## config.mk

```make
export PLATFORM = sky130hd
export DESIGN_NAME = regfile_wb_arbiter_flat
export DESIGN_NICKNAME = d
export VERILOG_FILES = /design/src/rtl/regfile_wb_arbiter_pkg.sv /design/src/rtl/regfile_wb_arbiter_if.sv /design/src/rtl/regfile_wb_arbiter_kill_fifo.sv /design/src/rtl/regfile_wb_arbiter.sv /design/src/flat_wrapper.sv
export SDC_FILE = /design/constraint.sdc
export NUM_CORES = 1
export LEC_CHECK = 0
export ABC_AREA = 0
export BUFFER_PORTS_ARGS = -buffer_cell sky130_fd_sc_hd__buf_2
export CAP_MARGIN = 20
export CORE_UTILIZATION = 62
export DETAILED_ROUTE_END_ITERATION = 10
export GPL_TIMING_DRIVEN = 0
export PLACE_DENSITY = 0.93
export RECOVER_POWER = 25
export SYNTH_ARGS = -nofsm -noshare
export SYNTH_HDL_FRONTEND = slang
export SYNTH_HIERARCHICAL = 1
export SYNTH_SLANG_ARGS = --single-unit
export TNS_END_PERCENT = 50
```

## constraint.sdc

```tcl
create_clock -name Clk -period 6.7 [get_ports Clk]
set_input_delay 2.01 -clock Clk [delete_from_list [all_inputs] [get_ports Clk]]
set_output_delay 2.01 -clock Clk [all_outputs]
set_load 0.02 [all_outputs]
```

## src/rtl/regfile_wb_arbiter_pkg.sv

```systemverilog
// Shared constants and entry type for the register-file writeback arbiter.
package wb_pkg;

  localparam int unsigned WB_AW = 5;
  localparam int unsigned WB_DW = 32;

  localparam logic [4:0]  REG_ZERO         = 5'd0;
  localparam int unsigned DEFAULT_WB_DEPTH = 4;

  typedef struct packed {
    logic             live;
    logic [WB_AW-1:0] rw;
    logic [WB_DW-1:0] data;
  } wb_entry_t;

endpackage

```

## src/rtl/regfile_wb_arbiter_if.sv

```systemverilog
// Writeback bus between the pipeline/auxiliary sources and the register-file write port.
interface regfile_wb_arbiter_if #(
  parameter int unsigned AW = 5,
  parameter int unsigned DW = 32
);

  logic          PipeWr;
  logic [AW-1:0] PipeRW;
  logic [DW-1:0] PipeBusW;
  logic          AuxValid;
  logic [AW-1:0] AuxRW;
  logic [DW-1:0] AuxData;
  logic          AuxReady;
  logic          RegWr;
  logic [AW-1:0] RW;
  logic [DW-1:0] BusW;
  logic [31:0]   PendMask;

  modport slave (
    input  PipeWr, PipeRW, PipeBusW, AuxValid, AuxRW, AuxData,
    output AuxReady, RegWr, RW, BusW, PendMask
  );

  modport master (
    output PipeWr, PipeRW, PipeBusW, AuxValid, AuxRW, AuxData,
    input  AuxReady, RegWr, RW, BusW, PendMask
  );

endinterface

```

## src/rtl/regfile_wb_arbiter_kill_fifo.sv

```systemverilog
// Circular FIFO of auxiliary writebacks with per-entry live bit and kill-by-address.
module wb_kill_fifo
  import wb_pkg::*;
#(
  parameter int unsigned DEPTH = DEFAULT_WB_DEPTH,
  parameter int unsigned AW    = 5,
  parameter int unsigned DW    = 32
) (
  input  logic                       clk,
  input  logic                       rst,
  input  logic                       push,
  input  logic                       push_live,
  input  logic [AW-1:0]              push_rw,
  input  logic [DW-1:0]              push_data,
  input  logic                       pop,
  input  logic                       kill_en,
  input  logic [AW-1:0]              kill_rw,
  output logic [$clog2(DEPTH+1)-1:0] count,
  output logic                       empty,
  output logic                       head_live,
  output logic [AW-1:0]              head_rw,
  output logic [DW-1:0]              head_data,
  output logic [31:0]                pend_mask
);

  localparam int unsigned PW = $clog2(DEPTH);
  localparam int unsigned CW = $clog2(DEPTH + 1);

  logic [DEPTH-1:0] live_q;
  logic [DEPTH-1:0] live_n;
  logic [AW-1:0]    rw_q   [DEPTH];
  logic [DW-1:0]    data_q [DEPTH];
  logic [PW-1:0]    wr_ptr;
  logic [PW-1:0]    rd_ptr;
  logic [CW-1:0]    count_q;
  logic [31:0]      mask_n;
  logic [AW-1:0]    rw_sel;

  assign count     = count_q;
  assign empty     = (count_q == '0);
  assign head_live = live_q[rd_ptr];
  assign head_rw   = rw_q[rd_ptr];
  assign head_data = data_q[rd_ptr];

  // Mask is built from the post-edge queue so it tracks push/pop/kill one cycle later.
  always_comb begin
    live_n = live_q;
    mask_n = '0;
    rw_sel = '0;
    for (int unsigned i = 0; i < DEPTH; i++) begin
      if (kill_en && rw_q[i] == kill_rw) live_n[i] = 1'b0;
    end
    if (pop)  live_n[rd_ptr] = 1'b0;
    if (push) live_n[wr_ptr] = push_live;
    for (int unsigned i = 0; i < DEPTH; i++) begin
      rw_sel = (push && PW'(i) == wr_ptr) ? push_rw : rw_q[i];
      if (live_n[i]) mask_n[rw_sel] = 1'b1;
    end
  end

  always_ff @(posedge clk) begin
    if (rst) begin
      live_q    <= '0;
      wr_ptr    <= '0;
      rd_ptr    <= '0;
      count_q   <= '0;
      pend_mask <= '0;
    end else begin
      live_q    <= live_n;
      pend_mask <= mask_n;
      if (push) wr_ptr <= wr_ptr + 1'b1;
      if (pop)  rd_ptr <= rd_ptr + 1'b1;
      count_q <= count_q + CW'(push) - CW'(pop);
    end
  end

  always_ff @(posedge clk) begin
    if (push) begin
      rw_q[wr_ptr]   <= push_rw;
      data_q[wr_ptr] <= push_data;
    end
  end

endmodule

```

## src/rtl/regfile_wb_arbiter.sv

```systemverilog
// Register-file write-port arbiter: pipeline writeback has priority, aux results are queued.
// Optional macro WB_AUX_BYPASS_EN sends an aux write straight out when the queue is empty.
module regfile_wb_arbiter
  import wb_pkg::*;
#(
  parameter int unsigned DEPTH = DEFAULT_WB_DEPTH,
  parameter int unsigned AW    = 5,
  parameter int unsigned DW    = 32
) (
  input logic                 Clk,
  input logic                 Rst,
  regfile_wb_arbiter_if.slave wb
);

  localparam int unsigned CW = $clog2(DEPTH + 1);

  logic [CW-1:0] count;
  logic          fifo_empty;
  logic          head_live;
  logic [AW-1:0] head_rw;
  logic [DW-1:0] head_data;
  logic [31:0]   pend_mask;

  logic pipe_go, aux_ready, aux_xfer, aux_nz, bypass, push, push_live, pop;

  logic          reg_wr_q;
  logic [AW-1:0] rw_q;
  logic [DW-1:0] busw_q;

  always_comb begin
    pipe_go   = wb.PipeWr && (wb.PipeRW != AW'(REG_ZERO));
    aux_ready = !Rst && (count < CW'(DEPTH));
    aux_xfer  = wb.AuxValid && aux_ready;
    aux_nz    = (wb.AuxRW != AW'(REG_ZERO));
`ifdef WB_AUX_BYPASS_EN
    bypass    = fifo_empty && !pipe_go && aux_xfer && aux_nz;
`else
    bypass    = 1'b0;
`endif
    push      = aux_xfer && aux_nz && !bypass;
    // Aux results are older than a same-cycle pipeline write to the same register.
    push_live = !(pipe_go && wb.AuxRW == wb.PipeRW);
    pop       = !pipe_go && !fifo_empty;
  end

  wb_kill_fifo #(
    .DEPTH(DEPTH),
    .AW   (AW),
    .DW   (DW)
  ) u_fifo (
    .clk      (Clk),
    .rst      (Rst),
    .push     (push),
    .push_live(push_live),
    .push_rw  (wb.AuxRW),
    .push_data(wb.AuxData),
    .pop      (pop),
    .kill_en  (pipe_go),
    .kill_rw  (wb.PipeRW),
    .count    (count),
    .empty    (fifo_empty),
    .head_live(head_live),
    .head_rw  (head_rw),
    .head_data(head_data),
    .pend_mask(pend_mask)
  );

  always_ff @(posedge Clk) begin
    if (Rst) begin
      reg_wr_q <= 1'b0;
      rw_q     <= '0;
      busw_q   <= '0;
    end else if (pipe_go) begin
      reg_wr_q <= 1'b1;
      rw_q     <= wb.PipeRW;
      busw_q   <= wb.PipeBusW;
    end else if (bypass) begin
      reg_wr_q <= 1'b1;
      rw_q     <= wb.AuxRW;
      busw_q   <= wb.AuxData;
    end else if (pop) begin
      reg_wr_q <= head_live;
      if (head_live) begin
        rw_q   <= head_rw;
        busw_q <= head_data;
      end
    end else begin
      reg_wr_q <= 1'b0;
    end
  end

  assign wb.AuxReady = aux_ready;
  assign wb.RegWr    = reg_wr_q;
  assign wb.RW       = rw_q;
  assign wb.BusW     = busw_q;
  assign wb.PendMask = pend_mask;

endmodule

```

## src/flat_wrapper.sv

```systemverilog
// flat-port wrapper written by rule: the top's interface ports become plain ports
module regfile_wb_arbiter_flat import wb_pkg::*;
#(
  parameter int unsigned DEPTH = DEFAULT_WB_DEPTH,
  parameter int unsigned AW    = 5,
  parameter int unsigned DW    = 32
)
  (Clk, Rst, wb_PipeWr, wb_PipeRW, wb_PipeBusW, wb_AuxValid, wb_AuxRW, wb_AuxData, wb_AuxReady, wb_RegWr, wb_RW, wb_BusW, wb_PendMask);
  regfile_wb_arbiter_if #(.AW(AW), .DW(DW)) wb_i ();
  input logic Clk;
  input logic Rst;
  input wire logic [$bits(wb_i.PipeWr)-1:0] wb_PipeWr;
  input wire logic [$bits(wb_i.PipeRW)-1:0] wb_PipeRW;
  input wire logic [$bits(wb_i.PipeBusW)-1:0] wb_PipeBusW;
  input wire logic [$bits(wb_i.AuxValid)-1:0] wb_AuxValid;
  input wire logic [$bits(wb_i.AuxRW)-1:0] wb_AuxRW;
  input wire logic [$bits(wb_i.AuxData)-1:0] wb_AuxData;
  output wire logic [$bits(wb_i.AuxReady)-1:0] wb_AuxReady;
  output wire logic [$bits(wb_i.RegWr)-1:0] wb_RegWr;
  output wire logic [$bits(wb_i.RW)-1:0] wb_RW;
  output wire logic [$bits(wb_i.BusW)-1:0] wb_BusW;
  output wire logic [$bits(wb_i.PendMask)-1:0] wb_PendMask;
  assign wb_i.PipeWr = wb_PipeWr;
  assign wb_i.PipeRW = wb_PipeRW;
  assign wb_i.PipeBusW = wb_PipeBusW;
  assign wb_i.AuxValid = wb_AuxValid;
  assign wb_i.AuxRW = wb_AuxRW;
  assign wb_i.AuxData = wb_AuxData;
  assign wb_AuxReady = wb_i.AuxReady;
  assign wb_RegWr = wb_i.RegWr;
  assign wb_RW = wb_i.RW;
  assign wb_BusW = wb_i.BusW;
  assign wb_PendMask = wb_i.PendMask;
  regfile_wb_arbiter #(.DEPTH(DEPTH), .AW(AW), .DW(DW)) u_core (.Clk(Clk), .Rst(Rst), .wb(wb_i));
endmodule
```

# Yosys cells after proc, flatten, opt, wreduce, memory -nomap -nowiden
# Memory sizes are Yosys's and may differ from the RTL's. A register that Yosys moved wholly into a read port is not among the register bits.
# Cells that the tools add are included.
# word_totals
word_cells	114
in_bits	78
mem_bits_rw	148
output_inout_bits	71
n_memories	2
register_bits	81
# mem_list
memory	words	width	rd	rd_clocked_by_memory_dff	write_ports	line	source
u_core.u_fifo.data_q	4	32	1	1	1	regfile_wb_arbiter_kill_fifo.sv:32	logic [DW-1:0] data_q [DEPTH];
u_core.u_fifo.rw_q	4	5	5	1	1	regfile_wb_arbiter_kill_fifo.sv:31	logic [AW-1:0] rw_q [DEPTH];
# classes
eq_ne	8
n_reduce_logical	31
n_mux	43
bitwise	5
order_cmp	13
addsub	4
# ops
operator	n
32-bit 2-to-1 mux	7
32-bit OR	3
5-bit 2-to-1 mux	7
5-bit == test	5
5-bit by 6-bit < comparator with 1-bit output (second input constant)	4
1-bit demux with 5-bit select	4
5-bit by 1-bit >= comparator with 1-bit output (second input constant)	4
1-bit logical AND	20
1-bit 2-to-1 mux	15
5-bit nonzero test	2
2-bit 2-to-1 mux	4
4-bit 2-to-1 mux	2
2-bit by 3-bit < comparator with 1-bit output (second input constant)	2
2-bit by 1-bit adder with 2-bit output (second input constant)	2
4-bit AND	1
4-bit bitwise mux	1
1-bit demux with 2-bit select	2
2-bit == test (first input constant)	2
2-bit by 1-bit >= comparator with 1-bit output (second input constant)	2
1-bit zero test	4
4-bit inverter	1
2-bit nonzero test	2
3-bit by 1-bit adder with 3-bit output	1
3-bit zero test	1
other kinds (6)	6

# Longest topological paths before layout
# Gate-level depths: netlist (run 1).
# logic_depth
ltp_word	17
ltp_mapped	15
depth_no_buf	12

# Cells and area by module
# The synthesis (run 1) kept the hierarchy.
# by_module_without_submodules
module	cells_per_inst	area_each_um2	seq_area_each_um2	n_inst
wb_kill_fifo	574	8630.8	5345.1	1
regfile_wb_arbiter	191	1926.8	760.7	1

# Worst setup path before layout (run 1)
# No wires, ideal clock.
# synth_path
kind	in2reg
start	input Rst
end	register u_core.u_fifo.pend_mask[6]
t_arrival_ns	4.674
setup_time_ns	0.130
path_slack_ns	1.897
n_path_buf	2
t_required_ns	6.570
path_stages	11
path_cell_list	clkbuf_1 > nor2_1 > nand2_1 > a21oi_1 > buf_4 > nand2_2 > inv_2 > mux2i_1 > nor3_1 > a222oi_1 > o21ai_1
# synth_via
elab_chain_len	17
elab_cells_between_ends	40
cone_classes	order compare (8); mux (17); bitwise (3); reduce/logical (12)
# synth_rtl
item	line	source
start, declared	flat_wrapper.sv:11	input logic Rst;
1-bit zero test *	regfile_wb_arbiter.sv:32	aux_ready = !Rst && (count < CW'(DEPTH));
1-bit logical AND *	regfile_wb_arbiter.sv:32	
named net wb_AuxReady	flat_wrapper.sv:18	output wire logic [$bits(wb_i.AuxReady)-1:0] wb_AuxReady;
1-bit logical AND *	regfile_wb_arbiter.sv:33	aux_xfer = wb.AuxValid && aux_ready;
1-bit logical AND *	regfile_wb_arbiter.sv:40	push = aux_xfer && aux_nz && !bypass;
named net u_core.push	regfile_wb_arbiter.sv:24	logic pipe_go, aux_ready, aux_xfer, aux_nz, bypass, push, push_live, pop;
1-bit logical AND	regfile_wb_arbiter_kill_fifo.sv:56	rw_sel = (push && PW'(i) == wr_ptr) ? push_rw : rw_q[i];
5-bit 2-to-1 mux	regfile_wb_arbiter_kill_fifo.sv:56	
[... 3 more ...]	--	
1-bit demux with 5-bit select	regfile_wb_arbiter_kill_fifo.sv:57	if (live_n[i]) mask_n[rw_sel] = 1'b1;
32-bit 2-to-1 mux	regfile_wb_arbiter_kill_fifo.sv:57	
32-bit OR (no source line)	--	
32-bit 2-to-1 mux	regfile_wb_arbiter_kill_fifo.sv:57	
32-bit OR (no source line)	--	
32-bit 2-to-1 mux	regfile_wb_arbiter_kill_fifo.sv:57	
32-bit OR (no source line)	--	
32-bit 2-to-1 mux *	regfile_wb_arbiter_kill_fifo.sv:57	
end signal, assigned	regfile_wb_arbiter_kill_fifo.sv:70	pend_mask <= mask_n;
end, declared	regfile_wb_arbiter_kill_fifo.sv:23	output logic [31:0] pend_mask
# Mark *: on every way through the listed nets, which the timed path passes. The rest lies on a longest branch.
# A chain may end at the register's enable or synchronous reset.

# Worst setup path after layout (run 1)
# layout_path
start	input Rst
end	register u_core.u_fifo.pend_mask[15]
# layout_via
elab_chain_len	17
elab_cells_between_ends	40
cone_classes	order compare (8); mux (17); bitwise (3); reduce/logical (12)
# layout_rtl
item	line
1-bit zero test *	regfile_wb_arbiter.sv:32
1-bit logical AND *	regfile_wb_arbiter.sv:32
1-bit logical AND *	regfile_wb_arbiter.sv:33
1-bit logical AND *	regfile_wb_arbiter.sv:40
named net u_core.push	regfile_wb_arbiter.sv:24
1-bit logical AND	regfile_wb_arbiter_kill_fifo.sv:56
5-bit 2-to-1 mux	regfile_wb_arbiter_kill_fifo.sv:56
5-bit by 6-bit < comparator with 1-bit output (implied by the code) or 5-bit by 1-bit >= comparator with 1-bit output (tied branches)	regfile_wb_arbiter_kill_fifo.sv:57
[... 2 more ...]	--
1-bit demux with 5-bit select	regfile_wb_arbiter_kill_fifo.sv:57
32-bit 2-to-1 mux	regfile_wb_arbiter_kill_fifo.sv:57
32-bit OR (no source line)	--
32-bit 2-to-1 mux	regfile_wb_arbiter_kill_fifo.sv:57
32-bit OR (no source line)	--
32-bit 2-to-1 mux	regfile_wb_arbiter_kill_fifo.sv:57
32-bit OR (no source line)	--
32-bit 2-to-1 mux *	regfile_wb_arbiter_kill_fifo.sv:57
# Marked as above.

==> metrics.md, run 1 <==
| Metric | Value |
|---|---|
| Final worst-path cycle share | between 70% and 80% |
| First-pass GRT wire length | 44090 um |
| Num rows | 47 |
| Sequential fraction of the synthesis area | around 58% |
| CTS H-tree lvls | 1 |
| Reg-to-Reg Start | u_core/u_fifo/count[2] |
| Worst Path Max Fanout | 45 |
| GRT overflow | 0 |
| P&R area growth vs syn | 16.89% |
| Clk sinks | ~230 |
| First DRT Iteration DRCs | around 1100 |
| Cells after Synth | 765 |
| Setup TNS | 0 ns |
| Worst Max-Slew Pin Slew | 1.127 ns |
| Worst reg2reg setup slack | 2.93 ns |
| Synth Area per Inst | about 14 um2 |
| Yosys Warn Count | 6 |
| Outcome | complete, but fails checks |
| Clk_lat worst skew | 0.53 ns |
| DR vias | 8093 |
| Clk pin slew, worst setup/hold paths | 0.06 ns |
| Core box area | 16580 um2 |
| Vias in the first global route | 7932 |
| Initial antenna violation count | 2 |
| I/O Buffers | ~150 |
| Final setup violation count | 0 |
| Total wire length | 29320 um |
| Post-CTS Hold Buffers | 0 |
| Syn nets | roughly 850 |
| Post-CTS setup buffer count | 0 |
| CP Cell Sequence | clkbuf_1 > nor2_1 > nand2_1 > a21oi_1 > buf_4 > nand2_2 > inv_2 > mux2i_1 > nor3_1 > a222oi_1 > o21ai_0 |
| Top-count cell post-synth | edfxtp_1 |
| Clock Tree Root | clkbuf_16 |
| Share of layout cells above drive strength 1 | 26.07% |
| Pleak | 0.004337 uW |
| Placed Instances | 1132 |
| Fmax achieved | 187.0 MHz |
| Post-synth EDFFs | around 150 |
| Place WS | 1.047 ns |
| GRT Resource Usage Total | 33.18% |
| Crit path largest cell delay | 0.85 ns |
| WHS Path Cells | 2 |
| Worst Path Arrival | 5.72 ns |
| Detailed placer's ending HPWL | 19580 um |
| Final hold slack | 0.5615 ns |
| Failing checks | design-rule violations |
| Pwr per Cell Area | 298.6 nW/um2 |
| Critical path's slowest cell | inv_2 |
| Nets | 1027 |
| Clock buffer depth | 3 |
| Seq cells post-synth | 231 |
| Maximum VDD drop | 0.2154 mV |
| Type of the worst setup path | input port to flop |
| Wire per inst | between 20 and 25 um |
| Setup WS post-layout | ~1.4 ns |
| Area leader, netlist | edfxtp_1 |
| Most common library cells after synthesis | 148 x edfxtp_1, 83 x dfxtp_1, 67 x a211oi_1 |
| DRC Markers | 4 |
| Slew Viols, Final | 0 |
| CP Capture Type | flop |
| Worst R2R Path Depth | 10 |
| Critical Path Start Type | input port |
| Die width | 132.5 um |
| Post-Layout Cell Count | 1178 |
| Synth top area share | a little over two fifths |
| Worst clock skew | 0.01814 ns |
| Ys async rst share | 0% |
| Final hold violations | 0 |
| Worst reg2reg endpoint | u_core/u_fifo/pend_mask[15] |
| Worst setup path startpoint | Rst |
| Post-DR vias/cell | 6.870 |
| Unrepaired setup endpoints after global routing | no |
| Tmin final | 5.348 ns |
| Ys flop type | edfxtp_1 |
| Crit path to | u_core/u_fifo/pend_mask[15] |
| Antenna viol nets, final | 0 |
| Synth Cell Area | roughly 11000 um2 |
| Max-cap check violation count | 0 |
| Iteration count of the initial detailed-routing pass | 11 |
| Io pins | roughly 150 |
| Initial Util | a little under two thirds |
| Post-cts sizing count | 0 |
| Die Y | ~130 um |
| HP Class | flop to flop |
| Gp weighted congestion | 1.025 |
| Largest net degree at the start of global routing | 46 |
| Synth top area cells | edfxtp_1 42%, dfxtp_1 16%, mux4_2 8.1%, mux2i_1 5.4%, a211oi_1 4.8% |
| Synth cell types | 60 |
| Total die area | 17550 um2 |
| Slew HR | 24.78% |
| CTS Buf Count | 23 |
| CP Data Required Time | roughly 7 ns |
| Core Util, Final | between 70 and 80% |
| TritonCTS clock tree | built |
[logic make-up (layout without fill, tap and decap cells)]
logic type / count (synthesis) / in the layout / share of synthesized area (%)
DFF: 231 / 231 / 57.83
xor gates and xnor gates: 29 / 29 / 2.406
buffers and inverters: 61 / 251 / 2.797
muxes: 100 / 100 / 14.04
adders and majority gates: 11 / 11 / 1.375
and+or+nand+nor: 159 / 159 / 8.166
other: 0 / 3 / 0
AOI/OAI and AO/OA: 174 / 174 / 13.38
[cells in the final DEF (no fill, tap or decap), types with 21 or more instances in the layout]
cell / count
edfxtp_1: 148
buf_2: 132
dfxtp_1: 83
a211oi_1: 67
mux2i_1: 57
clkbuf_1: 56
nor2_1: 41
mux4_2: 38
nand3_1: 31
clkbuf_16: 24
a222oi_1: 23
xor2_1: 22
nor3_1: 21
[cell type report]
cell class	instances	area, um2
Clock inverter	10	111.4
Fill cell	1042	4243
Inverter	17	63.81
Timing Repair Buffer	148	718.2
Sequential cell	231	6106
Multi-Input combinational cell	473	4156
Buffer	44	231.5
Antenna cell	3	7.507
Tap cell	220	275.3
Clock buffer	32	670.6
[per-stage QoR]
step                area (um2)  power (uW)
floorplan                10560        2165
global placement         11570        2348
detailed placement       11570        2372
CTS                      12350        3688
global route             12340        3791
finish                   12340        3685
[per-layer routing]
layer | vias to the layer above | GRT usage (%) | part of all wire [%]
li1 | 3427 | - | -
met1 | 3885 | 43.41 | 36
met2 | 653 | 52.98 | 47
met3 | 128 | 5.785 | 12
met4 | 0 | 18.58 | 5.1
met5 | - | 0 | 0
[worst min path at each step]
stage / startpoint / endpoint / slack (ns)
floorplan: u_core/u_fifo/count[2] / u_core/u_fifo/count[2] / 0.51
global placement: u_core/u_fifo/count[2] / u_core/u_fifo/count[2] / 0.53
detailed placement: u_core/u_fifo/count[2] / u_core/u_fifo/count[2] / 0.55
CTS: u_core/u_fifo/count[2] / u_core/u_fifo/count[2] / 0.56
global route: u_core/wb.BusW[26] / u_core/wb.BusW[26] / 0.57
finish: u_core/wb.BusW[25] / u_core/wb.BusW[25] / 0.56
[worst max-delay path, delay by kind of cell]
family | cells | cell delay [ns]
buffers and inverters | 3 | 1.42
AO/OA/AOI/OAI | 3 | 0.85
multiplexers | 1 | 0.73
AND/OR/NAND/NOR | 4 | 0.68
[state kept, by name (all words and copies together), names as in the netlist, named ones only]
register,cells
u_core/wb.BusW,32
u_core/u_fifo/wr_ptr,2
u_core/u_fifo/count,3
u_core/u_fifo/pend_mask,32
u_core/u_fifo/data_q,128
u_core/u_fifo/rd_ptr,2
u_core/u_fifo/rw_q,20
u_core/wb.RW,5
u_core/u_fifo/live_q,4
u_core/wb.RegWr,1
[where the power goes]
part           total (uW)  switching [uW]  internal [uW]
clock network        1320             539            780
registers            1640            45.9           1590
logic                 728             416            312
total                3690            1000           2680
No activity file was read; power rests on OpenSTA's default activity.
==> run 2, diff against run 1 <==
- CORE_UTILIZATION: 62 -> 52
- PLACE_DENSITY: 0.93 -> 0.84
- clock period: 6.7 -> 4.9 ns (I/O delays scaled with it)
==> run 2 against run 1 <==
  * The run now ends clean
  * Sequential power up 37%
  * Utilization decreased by 11 points
  * Clock-buffer cell count down 4
  * Worst setup slack got worse by 0.86 ns
  * First-iteration DRC count fell by 24%
  * Critical path depth did not move
  * Non-clock buffer count rose by 2
  * Global-route usage fell by 6.0 points
  * Clock power up 30%
  * Critical path type unchanged
  * Critical endpoint is now u_core/u_fifo/pend_mask[13]
  * Largest cell class unchanged
  * Largest power group unchanged
==> metrics.md, run 2 (synthesis gave the netlist of run 1 again) <==
| Metric | Value |
|---|---|
| Max-cap check violation count | 0 |
| CP Capture Type | flop |
| Levels on crit path | 11 |
| Final hold violations | 0 |
| Post-cts sizing count | 0 |
| Clk sinks | 231 |
| CP Cell Sequence | clkbuf_1 > nor2_1 > nand2_1 > a21oi_1 > buf_4 > nand2_2 > inv_2 > mux2i_1 > nor3_1 > a222oi_1 > o21ai_0 |
| P&R area growth vs syn | 17.54% |
| Design area | approximately 12000 um2 |
| Io pins | 149 |
| Pleak | 0.004333 uW |
| Detailed placer's ending HPWL | 19530 um |
| Die width | about 140 um |
| Kind of cell adding the most delay to the critical path | buffers and inverters |
| Buf+Inv Stages, Crit Path | 3 |
| Critical Path Start Type | input port |
| Maximum VDD drop | 0.3427 mV |
| Worst Path Max Fanout | 18 |
| Initial Util | 53.72% |
| GRT overflow | 0 |
| Reg-to-Reg Start | u_core/u_fifo/count[2] |
| Antenna viol nets, final | 0 |
| Clock buffer depth | 3 |
| Fill cells | 1507 |
| Worst reg2reg setup slack | 1.53 ns |
| CP Data Required Time | 5.27 ns |
| Post-Layout Cell Count | around 1200 |
| Tot Pwr | approximately 4900 uW |
| Post-DP Area | 11660 um2 |
| Core box area | 19650 um2 |
| First-pass GRT wire length | approximately 42000 um |
| Initial antenna violation count | 4 |
| Nets | ~1000 |
| Most frequent cells in the layout | 148 x edfxtp_1, 132 x buf_2, 83 x dfxtp_1, 67 x a211oi_1, 57 x mux2i_1 |
| Total wire length | 28210 um |
| Worst setup path startpoint | Rst |
| Post-DR vias/cell | 6.319 |
| Clk_lat worst skew | ~0.51 ns |
| Crit path to | u_core/u_fifo/pend_mask[13] |
| Clk pin slew, worst setup/hold paths | 0.06 ns |
| Register bank with the most flops | u_core/u_fifo/data_q |
| Unrepaired setup endpoints after global routing | no |
| WHS Path Cells | 2 |
| Num rows | 51 |
| Vias in the first global route | 7397 |
| TritonCTS clock tree | built |
| Wire per inst | 22.99 um |
| Worst Max-Slew Pin Slew | 1.057 ns |
| CTS Buf Count | 24 |
| Tmin final | 4.406 ns |
| Worst Path Arrival | 4.78 ns |
| Slew HR | between 20% and 30% |
| Placed Instances | 1179 |
| GRT Resource Usage Total | a little over a quarter |
| Die Y | 144.5 um |
| Gp weighted congestion | between 1 and 1.5 |
| Crit path largest cell delay | ~0.84 ns |
| Fmax achieved | 227.0 MHz |
| Total die area | 20880 um2 |
| Clock Tree Root | clkbuf_16 |
| Post-CTS setup buffer count | 0 |
| Worst reg2reg endpoint | u_core/u_fifo/pend_mask[13] |
| DRC Markers | 0 |
| Largest net degree at the start of global routing | 46 |
| Commonest non-fill, non-tap cell in the layout | edfxtp_1 |
| Post-CTS Hold Buffers | 0 |
| Critical path's slowest cell | mux2i_1 |
| Final setup violation count | 0 |
| Outcome | completed |
| Share of layout cells above drive strength 1 | 26.28% |
| Type of the worst setup path | input port to flop |
| Slew Viols, Final | 0 |
| CTS H-tree lvls | 1 |
| HP Class | flop to flop |
| Worst R2R Path Depth | 10 |
| Pwr per Cell Area | about 400 nW/um2 |
| DR vias | 7753 |
| Final worst-path cycle share | between 80% and 90% |
| Largest register FFs | 128 |
| I/O Buffers | 147 |
| First DRT Iteration DRCs | 852 |
| Worst clock skew | 0.007125 ns |
| Iteration count of the initial detailed-routing pass | 7 |
run 2: stage by stage:
step / utilization, % / hold WS [ns] / setup slack, ns / setup TNS [ns]
floorplan: - / 0.5080 / 0.6367 / 0
global placement: 59.15 / 0.5253 / -0.3712 / -3.703
detailed placement: 59.35 / 0.5386 / -0.3705 / -3.736
CTS: 63.19 / 0.5531 / 0.1590 / 0
global route: 63.14 / 0.5821 / 0.3952 / 0
finish: 63.14 / 0.5511 / 0.4941 / 0
run 2: how the worst min path moves through the flow:
stage / endpoint / start / slack, ns
floorplan: u_core/u_fifo/count[2] / u_core/u_fifo/count[2] / 0.51
global placement: u_core/u_fifo/count[2] / u_core/u_fifo/count[2] / 0.53
detailed placement: u_core/wb.RW[0] / u_core/wb.RW[0] / 0.54
CTS: u_core/u_fifo/count[2] / u_core/u_fifo/count[2] / 0.55
global route: u_core/u_fifo/count[2] / u_core/u_fifo/count[2] / 0.58
finish: u_core/u_fifo/count[2] / u_core/u_fifo/count[2] / 0.55
run 2: power breakdown:
group	leakage (uW)	switching, uW	total [uW]	internal [uW]
logic	0.00194	557	981	424
registers	0.00202	57.5	2240	2180
clock network	0.000368	735	1720	987
total	0.00433	1350	4940	3590
run 2: worst reg2reg max path, stage by stage (launching register included):
cell	delay [ns]
dfxtp_1	0.33
nor2_1	0.13
nand2_1	0.13
a21oi_1	0.27
buf_4	0.23
nand2_2	0.13
inv_2	0.39
mux2i_1	0.85
nor3_1	0.21
a222oi_1	0.41
o21ai_0	0.15
run 2: routing by layer:
metal  track usage, %  up-vias  wire, um
met4            13.35        2      1209
met2            43.42      443     13520
met5                0        -        13
met3            4.272       91      2294
met1            36.18     3778     11180
li1                 -     3439         -
run 2: cell type report:
type / count / area, um2 / area share, %
antenna: 3 / 7.507 / 0.06050
sequential: 231 / 6106 / 49.20
inverter: 17 / 63.81 / 0.5142
clock inverter: 16 / 117.6 / 0.9478
clock buffer: 28 / 636.9 / 5.132
timing repair buffer: 150 / 758.2 / 6.110
multi-input combinational: 473 / 4156 / 33.49
buffer: 44 / 231.5 / 1.865
tap: 265 / 331.6 / 2.672
==> run 3, diff against run 2 <==
- REMOVE_ABC_BUFFERS: not set -> 1
==> run 3 against run 2 <==
  * Worst setup slack worse by 0.22 ns
  * Clock-buffer cell count rose by 3
  * Highest routed layer is now met4
  * Utilization is 0.051 points lower
  * Register-to-register slack worse by 0.11 ns
  * Non-clock buffer count decreased by 38
  * Critical path depth is 1 lower
  * Clock power is 9% higher
  * Critical path type unchanged
==> metrics.md, run 3 (synthesis gave the netlist of run 1 again) <==
| Metric | Value |
|---|---|
| Clk sinks | about 230 |
| Outcome | completed |
| CTS H-tree lvls | 1 |
| Fmax achieved | 216.3 MHz |
| Pwr per Cell Area | 410.7 nW/um2 |
| Final setup violation count | 0 |
| Final worst-path cycle share | 94.34% |
| Design area | 12400 um2 |
| Pleak | approximately 0.0043 uW |
| Vias in the first global route | 7375 |
| Combinational cell fraction of total power | 18.5% |
| CTS Buf Count | 24 |
| Placed Instances | between 1000 and 1500 |
| Total die area | 20880 um2 |
| Clock buffer depth | 3 |
| Post-DR vias/cell | approximately 6.5 |
| DR vias | 7680 |
| Tot Pwr | between 5000 and 6000 uW |
| Nets | roughly 990 |
| Worst Path Max Fanout | 81 |
| Final hold slack | 0.5642 ns |
| Antenna viol nets, final | 0 |
| P&R area growth vs syn | 17.44% |
| Tmin final | 4.622 ns |
| Register bank with the most flops | u_core/u_fifo/data_q |
| Clk_lat worst skew | 0.53 ns |
| Clock Tree Root | clkbuf_16 |
| Die width | 144.5 um |
| Largest net degree at the start of global routing | 82 |
| GRT Resource Usage Total | about a quarter |
| Total wire length | 27160 um |
| Worst Max-Slew Pin Slew | ~0.98 ns |
| Final hold violations | 0 |
| Slew Viols, Final | 0 |
| Num rows | 51 |
| First DRT Iteration DRCs | 1137 |
| Largest register FFs | 128 |
| Worst Path Arrival | 5.00 ns |
| Max-cap check violation count | 0 |
| Share of layout cells above drive strength 1 | 26.17% |
| Clk pin slew, worst setup/hold paths | 0.06 ns |
| GRT overflow | 0 |
| Internal Pwr Total | ~3700 uW |
| Post-Layout Cell Count | approximately 1200 |
| Iteration count of the initial detailed-routing pass | 11 |
| Gp weighted congestion | 1.041 |
| Core box area | 19650 um2 |
| Critical Path Start Type | input port |
| Setup TNS | 0 ns |
| DRC Markers | 0 |
| Worst clock skew | 0.01706 ns |
| Share of total power in the clock network | 36.8% |
| Wire per inst | about 23 um |
| Initial antenna violation count | 4 |
| First-pass GRT wire length | 41140 um |
| Detailed placer's ending HPWL | approximately 18000 um |
| Maximum VDD drop | 0.4048 mV |
| Post-DP Area | 11570 um2 |
| Type of the worst setup path | input port to flop |
| CP Data Required Time | ~5.3 ns |
| Most frequent cells in the layout | 148 x edfxtp_1, 118 x buf_2, 81 x dfxtp_1, 67 x a211oi_1, 56 x mux2i_1 |
| Slew HR | 34.79% |
| Unrepaired setup endpoints after global routing | no |
| NetSw | 1348 uW |
| TritonCTS clock tree | built |
| Commonest non-fill, non-tap cell in the layout | edfxtp_1 |
| Switching Fraction | 26.47% |
| Die Y | 144.5 um |
| I/O Buffers | 148 |
| Io pins | 149 |
| HP Class | flop to flop |
| Seq pwr share | 44.7% |
| Initial Util | approximately 54% |
| CP Capture Type | flop |
==> run 3: worst max-delay path: stages <==
cell      delay (ns)
buf_4           0.37
nor2_1          0.24
nand2_1         0.16
a21oi_4         0.51
nand2_2         0.26
inv_4           0.56
mux2i_2         0.64
nor3_1          0.19
a222oi_1        0.36
o21ai_1         0.15
==> run 3: area by class of cell <==
class | count | area, um2
flip-flops and latches | 231 | 6108
inverters | 17 | 68.82
clock inverters | 13 | 190.2
clock buffers | 31 | 636.9
repair buffers | 156 | 864.6
fillers | 1494 | 7254
well taps | 265 | 331.6
diodes | 4 | 10.01
multi-input cells | 473 | 4189
==> run 3: repair_timing <==
item / 4_1_cts / 5_1_grt
setup buffers: 0 / 0
gates resized for setup: 3 / 3
hold endpoints to repair: 0 / 0
hold buffers: 0 / 0
endpoints found under the setup margin: 26 / 32
==> run 3: metal layers <==
layer	vias up	global-route usage, %	part of all wire, %
met5	-	0	0
met4	0	10.80	3.7
met3	93	5.728	11
met2	510	41.40	47
met1	3726	35.22	39
li1	3351	-	-
==> run 3: per-stage QoR <==
stage / utilization [%] / worst slack (ns)
5_1_grt: 63.08 / 0.01845
2_1_floorplan: - / -0.1674
3_5_place_dp: 58.88 / -0.8236
4_1_cts: 63.15 / 0.1044
6_report: 63.09 / 0.2775
3_3_place_gp: 58.00 / -1.910
==> run 3: final timing paths <==
check	from	endpoint	slack [ns]	cells past startpoint
worst max-delay path	Rst	u_core/u_fifo/pend_mask[6]	0.28	10
worst min-delay path	u_core/wb.BusW[11]	u_core/wb.BusW[11]	0.56	2
worst max register to register	u_core/u_fifo/count[2]	u_core/u_fifo/pend_mask[6]	1.42	9
worst min register to register	u_core/wb.BusW[11]	u_core/wb.BusW[11]	0.56	2
==> run 3: power by group through the flow <==
stage	logic, uW	clock network, uW	registers [uW]
after floorplan	559	0	2380
after global placement	828	0	2380
after detailed placement	930	0	2320
after CTS	944	1900	2280
after global routing	1000	1980	2290
final	942	1870	2280
